`config.mk`:
```
export PLATFORM = sky130hd
export DESIGN_NAME = param_mod_counter
export DESIGN_NICKNAME = d
export VERILOG_FILES = /design/src/rtl/param_counter_pkg.sv /design/src/rtl/cnt_segment.sv /design/src/rtl/param_mod_counter.sv
export SDC_FILE = /design/constraint.sdc
export NUM_CORES = 1
export LEC_CHECK = 0
export ABC_AREA = 1
export BUFFER_PORTS_ARGS = -buffer_cell sky130_fd_sc_hd__buf_2
export CORE_MARGIN = 2
export CORE_UTILIZATION = 30
export CTS_BUF_LIST = sky130_fd_sc_hd__clkbuf_4
export CTS_CLUSTER_SIZE = 28
export DETAILED_ROUTE_END_ITERATION = 10
export GPL_ROUTABILITY_DRIVEN = 0
export MAX_ROUTING_LAYER = met4
export PLACE_DENSITY_LB_ADDON = 0.15
export SYNTH_ARGS = -nofsm -noshare
export SYNTH_HDL_FRONTEND = slang
export SYNTH_SLANG_ARGS = --single-unit
```
`constraint.sdc`:
```
create_clock -name clk -period 2.33 [get_ports clk]
set_input_delay 0.1165 -clock clk [delete_from_list [all_inputs] [get_ports clk]]
set_output_delay 0.1165 -clock clk [all_outputs]
set_load 0.01 [all_outputs]
```
`src/rtl/param_counter_pkg.sv`:
```
// Shared constants and helpers for the cascaded modulus counter.
package param_counter_pkg;

  localparam int SEG_W_DEFAULT = 16;

  localparam logic DIR_UP = 1'b1;
  localparam logic DIR_DN = 1'b0;

  function automatic int ceil_div(input int num, input int den);
    return (num + den - 1) / den;
  endfunction

endpackage

```
`src/rtl/cnt_segment.sv`:
```
// One up/down counter slice; steps on carry-in, reports its terminal values to the next slice.
module cnt_segment #(
  parameter int WIDTH = 16
) (
  input  logic             clk,
  input  logic             rst_n,
  input  logic             i_clr,
  input  logic             i_load,
  input  logic [WIDTH-1:0] i_load_val,
  input  logic             i_step,
  input  logic             i_up,
  output logic [WIDTH-1:0] o_q,
  output logic             o_term_up,
  output logic             o_term_dn
);

  logic [WIDTH-1:0] r_q;

  always_ff @(posedge clk or negedge rst_n) begin
    if (!rst_n) begin
      r_q <= '0;
    end else if (i_clr) begin
      r_q <= '0;
    end else if (i_load) begin
      r_q <= i_load_val;
    end else if (i_step) begin
      r_q <= i_up ? (r_q + WIDTH'(1)) : (r_q - WIDTH'(1));
    end
  end

  assign o_q       = r_q;
  assign o_term_up = &r_q;
  assign o_term_dn = ~|r_q;

endmodule

```
`src/rtl/param_mod_counter.sv`:
```
// Modulo-MOD up/down counter built from cascaded segments; owns modulus compare,
// load clamping and the wrap / load_err pulse registers.
module param_mod_counter
  import param_counter_pkg::*;
#(
  parameter longint unsigned MOD   = 40000,
  parameter int              SEG_W = SEG_W_DEFAULT,
  localparam int             W     = $clog2(MOD)
) (
  input  logic         clk,
  input  logic         rst_,
  input  logic         en,
  input  logic         up,
  input  logic         clr,
  input  logic         load,
  input  logic [W-1:0] load_val,
  output logic [W-1:0] q,
  output logic         wrap,
  output logic         load_err
);

  localparam int           NSEG    = ceil_div(W, SEG_W);
  localparam logic [W-1:0] MAX_VAL = W'(MOD - 1);

  logic [W-1:0]    w_q;
  logic [NSEG-1:0] w_term_up;
  logic [NSEG-1:0] w_term_dn;
  logic [NSEG:0]   w_carry;
  logic            w_unused_carry;
  logic            w_in_range;
  logic            w_hit;
  logic            w_wrap_step;
  logic            w_force;
  logic [W-1:0]    w_force_val;
  logic            r_wrap;
  logic            r_load_err;

  // A wrap is applied as a forced load of 0 / MAX_VAL, overriding the segment carries.
  always_comb begin
    w_in_range  = 64'(load_val) < MOD;
    w_hit       = (up == DIR_UP) ? (w_q == MAX_VAL) : (w_q == '0);
    w_wrap_step = en & w_hit;
    w_force     = load | w_wrap_step;
    if (load) begin
      w_force_val = w_in_range ? load_val : MAX_VAL;
    end else begin
      w_force_val = (up == DIR_UP) ? '0 : MAX_VAL;
    end
    w_carry    = '0;
    w_carry[0] = en & ~load & ~w_hit;
    for (int k = 1; k <= NSEG; k++) begin
      w_carry[k] = w_carry[k-1] & ((up == DIR_UP) ? w_term_up[k-1] : w_term_dn[k-1]);
    end
  end

  assign w_unused_carry = w_carry[NSEG];

  generate
    for (genvar gi = 0; gi < NSEG; gi++) begin : g_seg
      localparam int LO = gi * SEG_W;
      localparam int SW = (gi == NSEG - 1) ? (W - LO) : SEG_W;

      cnt_segment #(
        .WIDTH(SW)
      ) u_seg (
        .clk       (clk),
        .rst_n     (rst_),
        .i_clr     (clr),
        .i_load    (w_force),
        .i_load_val(w_force_val[LO +: SW]),
        .i_step    (w_carry[gi]),
        .i_up      (up),
        .o_q       (w_q[LO +: SW]),
        .o_term_up (w_term_up[gi]),
        .o_term_dn (w_term_dn[gi])
      );
    end
  endgenerate

  always_ff @(posedge clk or negedge rst_) begin
    if (!rst_) begin
      r_wrap     <= 1'b0;
      r_load_err <= 1'b0;
    end else begin
      r_wrap     <= ~clr & ~load & w_wrap_step;
      r_load_err <= ~clr & load & ~w_in_range;
    end
  end

  assign q        = w_q;
  assign wrap     = r_wrap;
  assign load_err = r_load_err;

endmodule
```
Yosys cells after proc, flatten, opt, wreduce, memory -nomap -nowiden
Index checks and enable logic that the tools add are counted.
W data, S select, Z words.
Storage, ports and cells
  bits in registers: 18
  output and inout port bits: 18
Operators by class
  $add $sub $neg: 2
  magnitude comparators: 1
  equal/unequal tests: 1
  mux-type cells: 8
  bitwise operators: 12
  reduce and logical (&&, ||, !) cells: 2
Operators with widths (number)
  $mux W16: 7
  $add A16 B1 Y16 const B: 1
  $eq A16 B16 Y1 const B: 1
  $logic_not A16 Y1: 1
  $lt A16 B16 Y1 const B: 1
  $sub A16 B1 Y16 const B: 1
  $and A1 B1 Y1: 7
  $not A1 Y1: 4
  $reduce_bool A3 Y1: 1
  $mux W1: 1
  $or A1 B1 Y1: 1

Logic depth before layout (Yosys ltp)
  depth after elaboration: 7
  mapped depth: 13
  depth with buffers taken out: 13

Cells and area by module
Synthesis repeated with hierarchy kept, for this count alone.
Unflattened totals
  cell total of the unflattened synthesis: 393
  area total of the unflattened synthesis: 2332.2 µm²
Modules (own cells, without submodules)
  cnt_segment: times used 1, cells an instance 304, area each 1790.5 µm², sequential area each 400.4 µm²
  param_mod_counter: times used 1, cells an instance 89, area each 541.8 µm², sequential area each 50.0 µm²

Least setup slack after synthesis
OpenSTA, ideal clock, no wires.
  path kind: register to register
  start point: reg g_seg[0].u_seg.r_q[0]
  end point: reg g_seg[0].u_seg.r_q[8]
  library setup time: 117 ps
  data arrival time: 1555 ps
  required time: 2213 ps
  setup slack: 658 ps
  stages on the path, launching flop included: 10
  buffers on the path: 0
  cells stage by stage: dfrtp_1 fa_1 nand3_1 nand3_1 nand2_1 nand2_1 xnor2_1 nand2_1 nand3_1 nand2_1
Between the ends
  longest elaborated chain between the ends: 6
  elaborated cells on any way between the ends: 14
  those cells by class: add/sub: 2; eq/ne: 1; mux: 5; bitwise: 4; reduce/logical: 2
RTL lines
  start: declaration: RTL line cnt_segment.sv:17  | logic [WIDTH-1:0] r_q;
  start signal: assignment: RTL line cnt_segment.sv:25  | r_q <= i_load_val;
  start signal: assignment: RTL line cnt_segment.sv:27  | r_q <= i_up ? (r_q + WIDTH'(1)) : (r_q - WIDTH'(1));
  branches (longest 6 deep; another with $sub A16 B1 Y16)
Parallel ways; which one is timed is not known. The select of a mux whose other input is x is not followed.
A chain may end at the register's enable or synchronous reset.

Worst setup path after layout
  start point: reg g_seg[0].u_seg.r_q[9]
  end point: reg g_seg[0].u_seg.r_q[10]
Same word-level chain as after synthesis.

==> flow_summary.ini <==
[placement]
dp_hpwl_mm = 5.05
port-buffer-count = 39
place_ws_ns = 0.201

[yosys]
netlist_instances = 383
syn-num-nets = 420
ys_top_cells_by_area = nand2_1 (32%), dfrtp_1 (21%), nand3_1 (8.9%), inv_1 (8.5%), ha_1 (8.2%)
ys_ff_latch = 18
yosysUniqueCellTypes = 27
syn_area_sq_mm = 0.00213
syn_avg_cell_area_sq_um = 5.55
ys_warn_count = 0
synth_top_cell_by_area = nand2_1
netlist.area_leader.share = 0.316
seq_area_frac_synth = 0.212

[grt]
first_global_vias = 2235
grt_usage = 0.180
grt_pass1_wl_mm = 10.6
globalRouteMet3Util = 0.0170
antenna_found_initial = 0
grt_use_met2 = 0.280
grt_overflow = 0
grt-busiest-layer = met2
grt_util_met1 = 0.253
grt_max_degree = 19

[die]
rows = 30
fp.dieArea_sq_mm = 0.00778
ios = 40
die_height_microns = 88.2
die_w_microns = 88.2
coreArea_sq_mm = 0.00683
start_util = 0.311

[clocking]
cts_setup_buffers = 0
clk_latency_ns = 0.31
clockBufferDepth = 2
h-tree-depth = 1
cts.sinks = 18
cts_resized = 0
clock-root-buffer = clkbuf_4
cts_tree = built
cts_hold_buf = 1
path_clk_slew_ns = 0.12
cts_made_buffers = 3

[drt]
drtIter0Drc = 109
vias = 2338
dr.pass1.iters = 4
drcViolationCount = 0
ant_nets = 0
vias_per_cell = 4.49
wl_mm = 6.30
wl_per_cell_microns = 12.1

[critical_path]
crit_arrival_ns = 2.09
critical_path_class = reg2reg
end_kind = flip-flop
critPathRequiredTime_ns = 2.55
cp_max_fo = 5
cp-start-kind = flip-flop

[run_status]
status = completed

[timing]
drv_slew = 0
setup_viol = 0
hold_viol = 0
fin_crit_ns = 1.87
finalCritPeriodShare = 0.804
finClkSkew_ns = 0.00751
setup_tns_ns = 0
rsz0062_at_grt = false
fin_ws_ns = 0.457
fmax_mhz = 534
worst_pin_slew_ns = 0.624
max_slew_margin = 0.583

[worst_hold_path]
hold_path_class = in2reg

[job]
cap_viol_max_count = 0

[layout]
nets = 463
seq_area_sq_um = 450
synthToLayoutAreaGrowth_pct = 16.3
antennaDiodeCount = 0
layout_common_cells = nand2_1 (179), inv_1 (48), buf_2 (39)
layout_commonest_cell = nand2_1
multi_input_area_sq_mm = 0.00143
fillers = 828
drive_gt1_frac = 0.127

[pwr]
p_leak_nw = 1.50
ir_worst_vdd_mv = 0.172
power.density_mw_per_mm2 = 505
-- worst max-delay path, cell delays in order, from the launching register on --
cell and delay (ns):
dfrtp_1 0.47, ha_1 0.41, nand2_1 0.12, nor2_1 0.17
nand3_1 0.14, nand3_1 0.10, nand2_1 0.05, nand2_1 0.10
nand2_1 0.07, nand3_1 0.09, nand2_1 0.05
-- flip-flops by register name, indices dropped and copies added (netlist names) --
register	cells
wrap	1
g_seg.u_seg.o_q	16
load_err	1
-- where the power goes --
part	total (W)	internal [W]	switching [W]
combinational	0.000664	0.000251	0.000413
clock	0.000180	0.0000627	0.000118
sequential	0.000404	0.000348	0.0000557
-- cell type report --
| cell class | count | share of cell area |
|---|---|---|
| well taps | 96 | 0.0486 |
| multi-input cells | 304 | 0.578 |
| inverters | 54 | 0.0830 |
| clock inverters | 1 | 0.00152 |
| flip-flops and latches | 18 | 0.182 |
| clock buffers | 3 | 0.00910 |
| repair buffers | 45 | 0.0981 |
-- cells in the mapped netlist --
library cell and count:
dfrtp_1 18, nand3b_1 1, a21oi_1 13, fa_1 1
nor3_1 3, inv_1 48, nand2_2 1, o21ai_0 1
nand2_4 1, ha_1 14, nand2_1 179, xnor2_1 6
xor2_1 1, and2_1 2, nor3b_1 1, buf_6 1
or2_1 1, inv_4 1, clkbuf_1 1, nand4_1 3
inv_2 3, nand3_1 38, nor3_4 1, buf_4 1
buf_2 4, clkinv_1 2, nor2_1 37
-- path summary, 6_finish.rpt --
kind	from	end	slack, ns	cells after the start
worst max-delay path	g_seg[0].u_seg.o_q[9]	g_seg[0].u_seg.o_q[10]	0.46	10
worst min-delay path	clr	wrap	0.02	2
worst max register to register	g_seg[0].u_seg.o_q[9]	g_seg[0].u_seg.o_q[10]	0.46	10
worst min register to register	g_seg[0].u_seg.o_q[13]	g_seg[0].u_seg.o_q[13]	0.58	2
max in group asynchronous	rst_	g_seg[0].u_seg.o_q[6]	1.75	2
min in group asynchronous	rst_	g_seg[0].u_seg.o_q[9]	0.27	2
-- layer usage --
| metal | routed length, microns | vias to the layer above |
|---|---|---|
| met5 | 0 | - |
| met4 | 55 | 0 |
| met3 | 282 | 4 |
| met2 | 2770 | 53 |
| met1 | 3190 | 1015 |
| li1 | - | 1266 |
-- logic make-up after synthesis --
family	synth area share
compound gates	0.0329
buf+inv	0.116
xor+xnor	0.0288
simple gates	0.518
fa+ha+maj	0.0918
flops	0.212
-- per-stage QoR --
step	hold WS (ns)	util	instance area (sq um)	instances	total power (W)
final	0.0206	0.362	2470	521	0.00125
after global routing	0.0238	0.362	2470	521	0.00137
after CTS	0.0130	0.362	2470	521	0.00126
after detailed placement	0.0957	0.357	2440	516	0.00107
after global placement	0.0928	0.357	2440	516	0.00107
after floorplan	-0.179	-	2130	383	0.000865
Note: power is estimated with default switching activity, not from simulation.
